### config.mk
export PLATFORM = sky130hd
export DESIGN_NAME = dynaq_model_replay_unit_flat
export DESIGN_NICKNAME = d
export VERILOG_FILES = /design/src/rtl/dynaq_model_replay_unit_if.sv /design/src/rtl/dynaq_model_replay_unit.sv /design/src/flat_wrapper.sv
export SDC_FILE = /design/constraint.sdc
export NUM_CORES = 1
export LEC_CHECK = 0
export CORE_UTILIZATION = 60
export DETAILED_ROUTE_END_ITERATION = 6
export DONT_BUFFER_PORTS = 1
export GPL_ROUTABILITY_DRIVEN = 0
export GPL_TIMING_DRIVEN = 0
export PLACE_DENSITY = 0.76
export SYNTH_ARGS = -nofsm -noshare
export SYNTH_HDL_FRONTEND = slang
export SYNTH_SLANG_ARGS = --single-unit
### constraint.sdc
create_clock -name clk -period 5.4 [get_ports clk]
set_input_delay 0.54 -clock clk [delete_from_list [all_inputs] [get_ports clk]]
set_output_delay 0.54 -clock clk [all_outputs]
set_load 0.05 [all_outputs]
### src/rtl/dynaq_model_replay_unit_if.sv
// Controller <-> model/replay unit signal bundle for dynaq_model_replay_unit.
interface dynaq_model_replay_unit_if #(
  parameter int LOCATION_WIDTH     = 4,
  parameter int ACTION_WIDTH       = 2,
  parameter int HISTORY_ADDR_WIDTH = 6
);
  logic                          history_clear;
  logic                          w_history_table_enable;
  logic [LOCATION_WIDTH-1:0]     cur_location;
  logic [ACTION_WIDTH-1:0]       cur_action;
  logic                          random_remember_en;
  logic                          w_remember_time_enable;
  logic                          w_remember_time_select;
  logic [LOCATION_WIDTH-1:0]     remember_location;
  logic [ACTION_WIDTH-1:0]       remember_action;
  logic                          remember_valid;
  logic                          remember_done;
  logic [HISTORY_ADDR_WIDTH:0]   history_count;
  logic                          history_full;

  modport master (
    output history_clear, w_history_table_enable, cur_location, cur_action,
           random_remember_en, w_remember_time_enable, w_remember_time_select,
    input  remember_location, remember_action, remember_valid, remember_done,
           history_count, history_full
  );

  modport slave (
    input  history_clear, w_history_table_enable, cur_location, cur_action,
           random_remember_en, w_remember_time_enable, w_remember_time_select,
    output remember_location, remember_action, remember_valid, remember_done,
           history_count, history_full
  );
endinterface

### src/rtl/dynaq_model_replay_unit.sv
// Dyna-Q model memory: records visited (location, action) pairs and replays them for planning.
// Optional: DYNAQ_REPLAY_LFSR_FREERUN_EN makes the LFSR advance every clock.
module dynaq_model_replay_unit #(
  parameter int          LOCATION_WIDTH     = 4,
  parameter int          ACTION_WIDTH       = 2,
  parameter int          HISTORY_DEPTH      = 64,
  parameter int          HISTORY_ADDR_WIDTH = 6,
  parameter int          PLANNING_STEPS     = 5,
  parameter logic [15:0] LFSR_SEED          = 16'hACE1
) (
  input logic clk,
  input logic reset,
  dynaq_model_replay_unit_if.slave bus
);
  localparam int PW = LOCATION_WIDTH + ACTION_WIDTH;
  localparam int CW = HISTORY_ADDR_WIDTH + 1;

  logic [PW-1:0]                 r_list [HISTORY_DEPTH];
  logic [(2**PW)-1:0]            r_visited;
  logic [CW-1:0]                 r_count;
  logic [15:0]                   r_lfsr;
  logic [LOCATION_WIDTH-1:0]     r_loc;
  logic [ACTION_WIDTH-1:0]       r_act;
  logic                          r_valid;
  logic [7:0]                    r_cnt;

  logic [PW-1:0]                 w_pair;
  logic                          w_full;
  logic                          w_rec_ok;
  logic [15:0]                   w_lfsr_next;
  logic [CW-1:0]                 w_r;
  logic [CW-1:0]                 w_wrap;
  logic [HISTORY_ADDR_WIDTH-1:0] w_sel;

  assign w_pair      = {bus.cur_location, bus.cur_action};
  assign w_full      = (r_count == CW'(HISTORY_DEPTH));
  assign w_rec_ok    = bus.w_history_table_enable && !bus.history_clear &&
                       !r_visited[w_pair] && !w_full;
  assign w_lfsr_next = {r_lfsr[14:0], r_lfsr[15] ^ r_lfsr[13] ^ r_lfsr[12] ^ r_lfsr[10]};

  // Fold r into [0, n): one subtraction, then clamp to the last entry.
  always_comb begin
    w_r    = {1'b0, r_lfsr[HISTORY_ADDR_WIDTH-1:0]};
    w_wrap = w_r - r_count;
    w_sel  = '0;
    if (w_r < r_count)         w_sel = w_r[HISTORY_ADDR_WIDTH-1:0];
    else if (w_wrap < r_count) w_sel = w_wrap[HISTORY_ADDR_WIDTH-1:0];
    else                       w_sel = HISTORY_ADDR_WIDTH'(r_count - CW'(1));
  end

  always_ff @(posedge clk) begin
    if (w_rec_ok) r_list[r_count[HISTORY_ADDR_WIDTH-1:0]] <= w_pair;
  end

  always_ff @(posedge clk or negedge reset) begin
    if (!reset) begin
      r_visited <= '0;
      r_count   <= '0;
      r_lfsr    <= LFSR_SEED;
      r_loc     <= '0;
      r_act     <= '0;
      r_valid   <= 1'b0;
      r_cnt     <= '0;
    end else begin
      if (bus.history_clear) begin
        r_visited <= '0;
        r_count   <= '0;
      end else if (w_rec_ok) begin
        r_visited[w_pair] <= 1'b1;
        r_count           <= r_count + CW'(1);
      end

`ifdef DYNAQ_REPLAY_LFSR_FREERUN_EN
      r_lfsr <= w_lfsr_next;
`else
      if (bus.random_remember_en) r_lfsr <= w_lfsr_next;
`endif

      if (bus.random_remember_en) begin
        if (r_count == '0) begin
          r_valid <= 1'b0;
        end else begin
          {r_loc, r_act} <= r_list[w_sel];
          r_valid        <= 1'b1;
        end
      end

      if (bus.w_remember_time_enable) begin
        if (!bus.w_remember_time_select) r_cnt <= 8'(PLANNING_STEPS);
        else if (r_cnt != 8'd0)          r_cnt <= r_cnt - 8'd1;
      end
    end
  end

  assign bus.remember_location = r_loc;
  assign bus.remember_action   = r_act;
  assign bus.remember_valid    = r_valid;
  assign bus.remember_done     = (r_cnt <= 8'd1);
  assign bus.history_count     = r_count;
  assign bus.history_full      = w_full;
endmodule
### src/flat_wrapper.sv
// flat-port wrapper written by rule: the top's interface ports become plain ports
module dynaq_model_replay_unit_flat 
#(
  parameter int          LOCATION_WIDTH     = 4,
  parameter int          ACTION_WIDTH       = 2,
  parameter int          HISTORY_DEPTH      = 64,
  parameter int          HISTORY_ADDR_WIDTH = 6,
  parameter int          PLANNING_STEPS     = 5,
  parameter logic [15:0] LFSR_SEED          = 16'hACE1
)
  (clk, reset, bus_history_clear, bus_w_history_table_enable, bus_cur_location, bus_cur_action, bus_random_remember_en, bus_w_remember_time_enable, bus_w_remember_time_select, bus_remember_location, bus_remember_action, bus_remember_valid, bus_remember_done, bus_history_count, bus_history_full);
  dynaq_model_replay_unit_if #(.LOCATION_WIDTH(LOCATION_WIDTH), .ACTION_WIDTH(ACTION_WIDTH), .HISTORY_ADDR_WIDTH(HISTORY_ADDR_WIDTH)) bus_i ();
  input logic clk;
  input logic reset;
  input wire logic [$bits(bus_i.history_clear)-1:0] bus_history_clear;
  input wire logic [$bits(bus_i.w_history_table_enable)-1:0] bus_w_history_table_enable;
  input wire logic [$bits(bus_i.cur_location)-1:0] bus_cur_location;
  input wire logic [$bits(bus_i.cur_action)-1:0] bus_cur_action;
  input wire logic [$bits(bus_i.random_remember_en)-1:0] bus_random_remember_en;
  input wire logic [$bits(bus_i.w_remember_time_enable)-1:0] bus_w_remember_time_enable;
  input wire logic [$bits(bus_i.w_remember_time_select)-1:0] bus_w_remember_time_select;
  output wire logic [$bits(bus_i.remember_location)-1:0] bus_remember_location;
  output wire logic [$bits(bus_i.remember_action)-1:0] bus_remember_action;
  output wire logic [$bits(bus_i.remember_valid)-1:0] bus_remember_valid;
  output wire logic [$bits(bus_i.remember_done)-1:0] bus_remember_done;
  output wire logic [$bits(bus_i.history_count)-1:0] bus_history_count;
  output wire logic [$bits(bus_i.history_full)-1:0] bus_history_full;
  assign bus_i.history_clear = bus_history_clear;
  assign bus_i.w_history_table_enable = bus_w_history_table_enable;
  assign bus_i.cur_location = bus_cur_location;
  assign bus_i.cur_action = bus_cur_action;
  assign bus_i.random_remember_en = bus_random_remember_en;
  assign bus_i.w_remember_time_enable = bus_w_remember_time_enable;
  assign bus_i.w_remember_time_select = bus_w_remember_time_select;
  assign bus_remember_location = bus_i.remember_location;
  assign bus_remember_action = bus_i.remember_action;
  assign bus_remember_valid = bus_i.remember_valid;
  assign bus_remember_done = bus_i.remember_done;
  assign bus_history_count = bus_i.history_count;
  assign bus_history_full = bus_i.history_full;
  dynaq_model_replay_unit #(.LOCATION_WIDTH(LOCATION_WIDTH), .ACTION_WIDTH(ACTION_WIDTH), .HISTORY_DEPTH(HISTORY_DEPTH), .HISTORY_ADDR_WIDTH(HISTORY_ADDR_WIDTH), .PLANNING_STEPS(PLANNING_STEPS), .LFSR_SEED(LFSR_SEED)) u_core (.clk(clk), .reset(reset), .bus(bus_i));
endmodule
Word-level counts from Yosys, hierarchy flattened
Memory sizes are Yosys's and may differ from the RTL's. A register that Yosys moved wholly into a read port is not among the register bits.
Cells that the tools add are included.
Word-level totals
  flip-flop bits (word level): 96
  RAM bits: 384
  input bits: 13
  output and inout port bits: 16
  word-level logic and storage cells: 50
  memories: 1
Memories
  u_core.r_list: words 64, bits a word 6, rd ports 1, clocked after memory_dff 1, write ports 1, RTL line dynaq_model_replay_unit.sv:18  | logic [PW-1:0] r_list [HISTORY_DEPTH];
Cells by class
  add/subtract/negate cells: 4
  order comparisons: 5
  eq/ne operators: 2
  muxes and demuxes: 15
  bitwise logic cells: 5
  reductions and logical operators: 13
Operators with widths (count)
  64-bit 2-to-1 mux: 2
  64-bit bitwise OR: 1
  8-bit 2-to-1 mux: 2
  7-bit 2-to-1 mux: 2
  6-bit 2-to-1 mux: 2
  8-bit by 1-bit <= comparator with 1-bit output, second input constant: 1
  8-bit nonzero test: 1
  8-bit by 1-bit subtractor with 8-bit output, second input constant: 1
  7-bit by 1-bit adder with 7-bit output, second input constant: 1
  7-bit == test, second input constant: 1
  7-bit zero test: 1
  6-bit by 7-bit < comparator with 1-bit output: 1
  6-bit by 7-bit < comparator with 1-bit output, second input constant: 1
  7-bit < comparator: 1
  6-bit by 7-bit subtractor with 7-bit output: 1
  1-bit binary-select mux with 6-bit select: 1
  1-bit demux with 6-bit select: 1
  6-bit by 1-bit >= comparator with 1-bit output, second input constant: 1
  6-bit by 1-bit subtractor with 6-bit output, second input constant: 1
  1-bit 2-to-1 mux: 5
  1-bit logical AND: 4
  1-bit zero test: 4
  2-bit AND reduction: 2
  1-bit XOR: 3
  other kinds (3): 3

Depth between registers and ports, before layout
Gate-level depths: netlist of run 1.
  word-level depth: 7
  depth in mapped cells: 22
  mapped depth without buffers: 17

Worst setup path after synthesis of run 1
OpenSTA, ideal clock, no wires.
  path kind: register -> register
  start point: reg u_core.r_count[1] (netlist: u_core.bus.history_count[1])
  end point: reg u_core.r_act[0] (netlist: u_core.bus.remember_action[0])
  setup time: 120 ps
  data arrival time: 4644 ps
  required time: 5280 ps
  slack: 636 ps
  stages on the path, launching flop included: 20
  path buffers: 2
  period minus slack after synthesis: 4764 ps
  cells stage by stage: dfrtp_1 clkbuf_1 inv_1 ha_1 nor2b_1 o31a_1 o21ai_0 nor3b_1 nor2_1 ha_1 or3_1 o22ai_2 mux2i_1 mux2_4 nand3b_2 buf_6 a311oi_1 o41ai_1 a31oi_1 a31o_1
On the way
  longest elaborated chain between the ends: 4
  elaborated cells between the ends (all ways): 9
  those cells by class: 2 x add/sub; 2 x order compare; 2 x mux; 1 x bitwise; 2 x reduce/logical
Ends and longest elaborated chain
  start: declaration: RTL line dynaq_model_replay_unit.sv:20  | logic [CW-1:0] r_count;
  start signal: assignment: RTL line dynaq_model_replay_unit.sv:70  | r_count <= r_count + CW'(1);
  6-bit by 7-bit subtractor with 7-bit output: RTL line dynaq_model_replay_unit.sv:44  | w_wrap = w_r - r_count;
  7-bit < comparator: RTL line dynaq_model_replay_unit.sv:47  | else if (w_wrap < r_count) w_sel = w_wrap[HISTORY_ADDR_WIDTH-1:0];
  6-bit 2-to-1 mux: RTL line dynaq_model_replay_unit.sv:47
  6-bit 2-to-1 mux: RTL line dynaq_model_replay_unit.sv:46  | if (w_r < r_count) w_sel = w_r[HISTORY_ADDR_WIDTH-1:0];
  end signal: assignment: RTL line dynaq_model_replay_unit.sv:83  | {r_loc, r_act} <= r_list[w_sel];
  end: declaration: RTL line dynaq_model_replay_unit.sv:23  | logic [ACTION_WIDTH-1:0] r_act;
Parallel ways exist; a longest one is shown, timed or not.
A chain may end at the register's enable or synchronous reset.

Final worst setup path of run 1
  start point: reg u_core.r_count[4] (netlist: u_core.bus.history_count[4])
  end point: reg u_core.r_loc[2] (netlist: u_core.bus.remember_location[2])
On the way
  longest elaborated chain between the ends: 4
  elaborated cells between the ends (all ways): 9
  those cells by class: 2 x add/sub; 2 x order compare; 2 x mux; 1 x bitwise; 2 x reduce/logical
Ends and longest elaborated chain
  6-bit by 7-bit subtractor with 7-bit output: RTL line dynaq_model_replay_unit.sv:44
  7-bit < comparator: RTL line dynaq_model_replay_unit.sv:47
  6-bit 2-to-1 mux: RTL line dynaq_model_replay_unit.sv:47
  6-bit 2-to-1 mux: RTL line dynaq_model_replay_unit.sv:46
  end signal: assignment: RTL line dynaq_model_replay_unit.sv:83
  end: declaration: RTL line dynaq_model_replay_unit.sv:22  | logic [LOCATION_WIDTH-1:0] r_loc;
Parallel ways exist; a longest one is shown, timed or not.

==> results.toml, run 1 <==
[critical_path]
path_class = "register to register"
cp-start-kind = "register"
critPathMaxFanout = 10
end_kind = "register"
worstPathRequired_ns = 5.91
arrival_ns = 5.80

[synth]
synth_cells = 1689
synth.area.top_cells = "edfxtp_1 55%, dfrtp_1 11%, nand2_1 4.8%, nor2_1 3.1%, mux2i_1 2.9%"
synthesis.area_mm2 = 0.02106
async_flop_share = 0.2099
syn_avg_cell_area_um2 = 12.47
synth_top_flop_cell = "edfxtp_1"
netlist.area_leader.share = 0.5476
synth-seq-area-share = 0.6692
ys_warn_count = 0
synthTopCellsByCount = "384 x edfxtp_1, 270 x nand2_1, 173 x nor2_1"
yosysMostFrequentCell = "edfxtp_1"
synth_edf_count = 384
synthesis.nets = 1720
ys_ff_latch = 486
synth.distinct_cells = 74
yosys.area.top_type = "edfxtp_1"

[floorplan]
die-height_um = 189.3
initial_core_util = 0.6096
die_x_um = 189.3
ios = 29
core_mm2 = 0.03454
dieArea_mm2 = 0.03585
rows = 68

[clock_network]
htree_levels = 2
cts_tree = "yes"
cts_buffer_depth = 3
cts_buffers = 48
clock-root-buffer = "clkbuf_16"
clk_pin_slew_ns = 0.06
clk_latency_ns = 0.57
cts_num_sinks = 486

[final_layout]
instances_no_fill = 2235
diodes = 0
final_nets = 1779
area_delta_synth_final_pct = 11.74
drive_above_1_share = 0.1433

[route]
dr.pass1.iters = 5
drt-total-wl_um = 53590
drc = 0
drtIter0Drc = 1669
wl_per_cell_um = 23.98
vias = 14340
avgViaCountPerCell = 6.418
ant_nets = 0

[run]
drv_cap = 0

[grt]
grt_pass1_vias = 14020
antenna_found_initial = 0
overflow = 0
grt_usage = 0.3022
grt_max_degree = 103
grt_pass1_wl_um = 80650

[timing]
slew_violations = 0
hold_violations = 0
tightest_slew_ns = 1.062
final.min_clock_period_ns = 5.300
period_share = 0.9814
slew_headroom = 0.2902
finalSetupViolCount = 0
fin_skew_ns = 0.01477
max_freq_mhz = 188.7

[run_status]
outcome = "completed"

[hold_path]
hold_class = "primary input to register"

[place]
dpl.cell_count = 2144
port_buffers = 0
hpwlAfterDp_um = 33970
## per-stage QoR
| stage | util | TNS (ns) | setup slack [ns] | hold slack [ns] | cell area, µm² |
|---|---|---|---|---|---|
| floorplan | - | 0 | 0.6364 | 0.2444 | 21060 |
| global placement | 0.6261 | -2.906 | -0.5331 | 0.2468 | 21630 |
| detailed placement | 0.6261 | -3.626 | -0.6745 | 0.2465 | 21630 |
| CTS | 0.6756 | -0.0001448 | -0.0001448 | 0.05671 | 23340 |
| global route | 0.6812 | -0.1920 | -0.06219 | 0.05877 | 23530 |
| finish | 0.6812 | 0 | 0.1005 | 0.06513 | 23530 |
## critical path: stages (launching register included)
cell and delay, ns:
dfrtp_1 0.65, clkbuf_2 0.33, clkinvlp_4 0.26, ha_1 0.39, o21ai_1 0.13, nor3b_2 0.24
nor2_1 0.09, ha_1 0.23, or3_1 0.40, o22ai_4 0.27, nand4b_1 0.17, buf_2 0.28
nand3_4 0.20, clkbuf_2 0.26, nand2_1 0.11, a311oi_1 0.59, o41ai_1 0.18, a31oi_1 0.32
a31o_1 0.14
## path summary, 6_finish.rpt
check	startpoint	to	slack (ns)	cells after the start
min in group asynchronous	reset	u_core.r_visited[28]	0.58	2
worst min-delay path	bus_w_remember_time_select	u_core.r_cnt[2]	0.07	1
worst min register to register	u_core.r_visited[53]	u_core.r_visited[53]	0.50	2
worst max-delay path	u_core.bus.history_count[4]	u_core.bus.remember_location[2]	0.10	18
max in group asynchronous	reset	u_core.bus.history_count[2]	4.42	2
worst max register to register	u_core.bus.history_count[4]	u_core.bus.remember_location[2]	0.10	18
## sequential cells by signal, summed over array words and instances, names as in the netlist
signal                        count
u_core.r_visited                 64
u_core.bus.history_count          7
u_core.r_cnt                      8
u_core.r_list                   384
u_core.bus.remember_valid         1
u_core.bus.remember_location      4
u_core.r_lfsr                    16
u_core.bus.remember_action        2
## layout by cell type, fill, tap and decap left out, drive strengths merged, types with 16 or more instances in the layout
| cell type | n |
|---|---|
| a31oi | 46 |
| clkbuf | 108 |
| nor2 | 175 |
| a311oi | 37 |
| nand2 | 271 |
| clkinv | 16 |
| nand3 | 93 |
| dfrtp | 94 |
| inv | 53 |
| mux2 | 22 |
| buf | 72 |
| mux2i | 61 |
| a211oi | 55 |
| a21oi | 84 |
| edfxtp | 384 |
| ha | 17 |
## per-layer routing
layer	track usage	up-vias	wire length, µm
li1	-	6362	-
met1	0.4069	7052	20310
met2	0.4778	788	25480
met3	0.07044	142	6013
met4	0.1225	0	1777
met5	0	-	0
## repair_timing
action	in CTS	in global routing
endpoints found under the hold margin	102	0
pin swaps	1	4
setup endpoints to repair	6	6
resized for setup	62	43
hold buffers	2	0
buffers inserted	2	5
## cell families (layout without fill, tap and decap cells)
kind of cell / after synthesis / in the layout / share of synthesized area
simple gates: 592 / 592 / 0.1214
flops: 486 / 486 / 0.6692
compound gates: 325 / 325 / 0.1088
buf+inv: 162 / 253 / 0.03505
mux: 89 / 89 / 0.04735
fa+ha+maj: 18 / 18 / 0.01105
xor+xnor: 17 / 17 / 0.007071
## area by class of cell
type | count | area (µm²)
Buffer | 107 | 585.6
Clock buffer | 65 | 1325
Clock inverter | 17 | 103.9
Fill cell | 2458 | 11010
Inverter | 55 | 216.5
Multi-Input combinational cell | 1041 | 6541
Sequential cell | 486 | 14100
Tap cell | 455 | 569.3
Timing Repair Buffer | 9 | 90.09
Power of run 1 is not shown: default switching activity piles up to over one toggle a cycle in this logic, so the estimate is an artifact.
==> run 2, diff against run 1 <==
--- a/config.mk
+++ b/config.mk
@@ -5,11 +5,13 @@
 export SDC_FILE = /design/constraint.sdc
 export NUM_CORES = 1
 export LEC_CHECK = 0
+export CORE_MARGIN = 3
 export CORE_UTILIZATION = 60
 export DETAILED_ROUTE_END_ITERATION = 6
 export DONT_BUFFER_PORTS = 1
 export GPL_ROUTABILITY_DRIVEN = 0
 export GPL_TIMING_DRIVEN = 0
+export MAX_ROUTING_LAYER = met4
 export PLACE_DENSITY = 0.76
 export SYNTH_ARGS = -nofsm -noshare
 export SYNTH_HDL_FRONTEND = slang
==> results.toml, run 2 (same netlist as run 1, synthesis figures left out) <==
[run_status]
outcome = "completed"

[timing]
fin_skew_ns = 0.02155
slew_violations = 0
max_freq_mhz = 191.5
setup_tns_ns = 0
tightest_slew_ns = 1.111
final.min_clock_period_ns = 5.223
finalSetupViolCount = 0
timing.hold.ws_ns = 0.06010
slew_headroom = 0.2576
period_share = 0.9672
hold_violations = 0

[clock_network]
cts_num_sinks = 486
cts_tree = "yes"
cts_buffers = 50
cts_buffer_depth = 3
post_cts_buffers = 0
clock-root-buffer = "clkbuf_16"
htree_levels = 2
clk_latency_ns = 0.58
clk_pin_slew_ns = 0.06

[route]
dr_wl_met2_um = 24890
ant_nets = 0
vias = 14390
top_layer = "met4"
wl_per_cell_um = 24.06
met1_length_um = 20600
drt-total-wl_um = 53650
drc = 0
drtIter0Drc = 1952
dr_wl_met3_um = 6243
avgViaCountPerCell = 6.452
dr.pass1.iters = 6

[critical_path]
crit_chain = "clkbuf_4 > inv_2 > ha_1 > nor2b_1 > o31a_1 > o21ai_1 > nor3b_4 > nor2_1 > ha_1 > or3_1 > o22ai_4 > a21boi_0 > o21ai_4 > buf_2 > a211oi_1 > a311oi_1 > o41ai_1 > a31oi_1 > a31o_1"
crit_path_max_incr_delay_ns = 0.58
end_kind = "register"
cp-start-kind = "register"
critPathMaxFanout = 10
worstPathRequired_ns = 5.91
crit_slowest_cell = "dfrtp_4"
arrival_ns = 5.73
path_class = "register to register"
path_common_cell = "ha_1"

[grt]
overflow = 0
grt_pass1_vias = 14170
grt_max_degree = 103
grt_usage = 0.2909
antenna_found_initial = 0
grt_pass1_wl_um = 81500

[final_layout]
layout_common_cells = "384 x edfxtp_1, 270 x nand2_1, 173 x nor2_1"
drive_above_1_share = 0.1341
final_core_util = 0.6911
diodes = 0
largest_reg_flops = 384
instances_no_fill = 2230
area_delta_synth_final_pct = 11.69
final_nets = 1773
final_common_cell = "edfxtp_1"

[floorplan]
initial_core_util = 0.6187
rows = 67
die-height_um = 193.3
core_mm2 = 0.03404
die_x_um = 193.3
dieArea_mm2 = 0.03738
ios = 29

[place]
hpwlAfterDp_um = 33850
dpl.cell_count = 2137
port_buffers = 0

[run]
drv_cap = 0

[hold_path]
hold_class = "primary input to register"
## run 2: changes by cell type in the layout (fill, tap and decap cells not counted), moves of 4 or more
cell / before / now
nor4_1: 3 / 8
nor4_2: 5 / 0
a311oi_2: 15 / 10
clkbuf_1: 38 / 45
buf_4: 21 / 9
a311oi_1: 21 / 25
clkbuf_4: 8 / 4
## run 2: per-stage QoR
step                      cell area (µm²)  setup slack [ns]
final                               23520            0.1773
after floorplan                     21060            0.6364
after CTS                           23320          0.005620
after global routing                23520          -0.03443
after detailed placement            21620           -0.6085
after global placement              21620           -0.4802
## run 2: critical path, delay by kind of cell (launching register included)
kind | cells | cell delay, ns
buffers and inverters | 3 | 0.72
AOI/OAI and AO/OA | 10 | 2.54
DFF | 1 | 0.58
adders and majority gates | 2 | 0.46
and+or+nand+nor | 4 | 0.85
## run 2: path summary, 6_finish.rpt
kind | endpoint | slack, ns | depth (start not counted) | from
setup / recovery | u_core.bus.remember_location[1] | 0.18 | 19 | u_core.bus.history_count[1]
hold / removal | u_core.r_cnt[2] | 0.06 | 1 | bus_w_remember_time_select
setup reg to reg | u_core.bus.remember_location[1] | 0.18 | 19 | u_core.bus.history_count[1]
hold reg to reg | u_core.r_visited[13] | 0.49 | 2 | u_core.r_visited[13]
max in group asynchronous | u_core.bus.history_count[1] | 4.38 | 2 | reset
min in group asynchronous | u_core.r_visited[15] | 0.62 | 2 | reset
## run 2: layout make-up
cell class                      instances  area (µm²)
Inverter                               55       211.5
Tap cell                              448       560.5
Clock buffer                           73        1410
Buffer                                106       574.3
Timing Repair Buffer                    2       37.54
Sequential cell                       486       14100
Clock inverter                         19       138.9
Multi-Input combinational cell       1041        6485
Fill cell                            2378       10510
## run 2: metal layers
layer  up-vias  GRT usage
met3       142    0.07079
met2       867     0.4416
met4         0     0.1007
li1       6353          -
met5         -          -
met1      7026     0.3911
## run 2: what timing repair did
| item | CTS | global route |
|---|---|---|
| endpoints found under the setup margin | 6 | 6 |
| resized for setup | 26 | 68 |
| hold endpoints to repair | 102 | 0 |
| pin swaps | 0 | 2 |
| gates cloned | 0 | 0 |
| hold buffers | 2 | 0 |
Power of run 2 is left out for the same reason.
==> run 3, diff against run 2 <==
==> constraint.sdc (replaced) <==
create_clock -name clk -period 5.4 [get_ports clk]
set_input_delay 1.08 -clock clk [delete_from_list [all_inputs] [get_ports clk]]
set_output_delay 1.08 -clock clk [all_outputs]
set_load 0.05 [all_outputs]
==> results.toml, run 3 (same netlist as run 1, synthesis figures left out) <==
[clock_network]
cts_buffer_depth = 3
cts_buffers = 50
cts_tree = "yes"
cts_num_sinks = 486
clk_pin_slew_ns = 0.07
cts_hold_buf = 0
clk_latency_ns = 0.58
clock-root-buffer = "clkbuf_16"
htree_levels = 2

[critical_path]
crit_path_max_incr_delay_ns = 0.58
cp-start-kind = "register"
crit_chain = "clkbuf_4 > inv_2 > ha_1 > nor2b_1 > o31a_1 > o21ai_1 > nor3b_4 > nor2_1 > ha_1 > or3_1 > o22ai_4 > a21boi_0 > o21ai_4 > buf_2 > a211oi_1 > a311oi_1 > o41ai_1 > a31oi_1 > a31o_1"
path_class = "register to register"
critPathMaxFanout = 10
arrival_ns = 5.76
crit_slowest_cell = "dfrtp_4"
worstPathRequired_ns = 5.91
end_kind = "register"
path_common_cell = "ha_1"

[grt]
grtUsageMet1 = 0.3925
grt_pass1_wl_um = 81510
overflow = 0
busiest_layer = "met2"
grt_max_degree = 103
grt_pass1_vias = 14140
grt_usage = 0.2907
met2_usage = 0.4408
antenna_found_initial = 0
grt_use_met3 = 0.06993

[floorplan]
initial_core_util = 0.6187
die_x_um = 193.3
ios = 29
core_mm2 = 0.03404
die-height_um = 193.3
rows = 67
dieArea_mm2 = 0.03738

[timing]
hold_violations = 0
period_share = 0.9721
slew_violations = 0
fin_skew_ns = 0.02308
max_freq_mhz = 190.5
final.min_clock_period_ns = 5.249
finalSetupViolCount = 0
tightest_slew_ns = 1.126
slew_headroom = 0.2478
timing.hold.ws_ns = 0.2128

[route]
drc = 0
ant_nets = 0
dr.pass1.iters = 6
drt-total-wl_um = 53530
wl_per_cell_um = 24.02
avgViaCountPerCell = 6.457
vias = 14390
drtIter0Drc = 1932

[final_layout]
ff_latch_area_mm2 = 0.01410
drive_above_1_share = 0.1331
fillCellCount = 2388
final_nets = 1771
multi_input_area_mm2 = 0.006469
layout_common_cells = "384 x edfxtp_1, 270 x nand2_1, 173 x nor2_1"
largest_reg_flops = 384
diodes = 0
final_common_cell = "edfxtp_1"
area_delta_synth_final_pct = 11.44
design_area_mm2 = 0.02347

[run_status]
outcome = "completed"

[place]
port_buffers = 0
hpwlAfterDp_um = 33850
dpl-instance-area_mm2 = 0.02162

[hold_path]
hold_class = "primary input to asynchronous set/reset pin"

[run]
drv_cap = 0
run 3: worst paths after layout:
check | slack (ns) | from | depth (start not counted) | to
hold reg to reg | 0.49 | u_core.r_visited[13] | 2 | u_core.r_visited[13]
setup / recovery | 0.15 | u_core.bus.history_count[1] | 19 | u_core.bus.remember_location[1]
min in group clk | 0.49 | u_core.r_visited[13] | 2 | u_core.r_visited[13]
setup reg to reg | 0.15 | u_core.bus.history_count[1] | 19 | u_core.bus.remember_location[1]
hold / removal | 0.21 | reset | 0 | u_core.bus.remember_location[2]
max in group asynchronous | 4.96 | reset | 0 | u_core.r_lfsr[0]
run 3: layout make-up:
class | instances | share of cell area
sequential | 486 | 0.6010
multi-input combinational | 1041 | 0.2756
clock buffer | 73 | 0.06009
buffer | 106 | 0.02447
tap | 448 | 0.02389
inverter | 55 | 0.009010
clock inverter | 19 | 0.005918
run 3: stage by stage:
step | cells | TNS [ns] | utilization | setup WS (ns)
3_3_place_gp | 2137 | -2.752 | 0.6352 | -0.4802
2_1_floorplan | 1689 | 0 | - | 0.6364
3_5_place_dp | 2137 | -3.401 | 0.6352 | -0.6085
6_report | 2228 | 0 | 0.6895 | 0.1506
4_1_cts | 2229 | 0 | 0.6841 | 0.005620
5_1_grt | 2228 | -0.06858 | 0.6895 | -0.03530
run 3: timing repair:
item                                    CTS  global route
resized for setup                        26            65
pin swaps                                 0             2
endpoints found under the setup margin    6             6
buffers inserted                          0             0
run 3: critical path: cells and delay by family, from the launching register on:
family / cells / cell delay [ns]
simple gates: 4 / 0.85
compound gates: 10 / 2.57
flops: 1 / 0.58
fa+ha+maj: 2 / 0.46
buf+inv: 3 / 0.71
run 3: routing by layer:
layer / routed length, µm / share of wire
met4: 1825 / 0.034
met1: 20550 / 0.38
met2: 24940 / 0.47
met5: 0 / 0
met3: 6209 / 0.12
Power of run 3 is left out for the same reason.
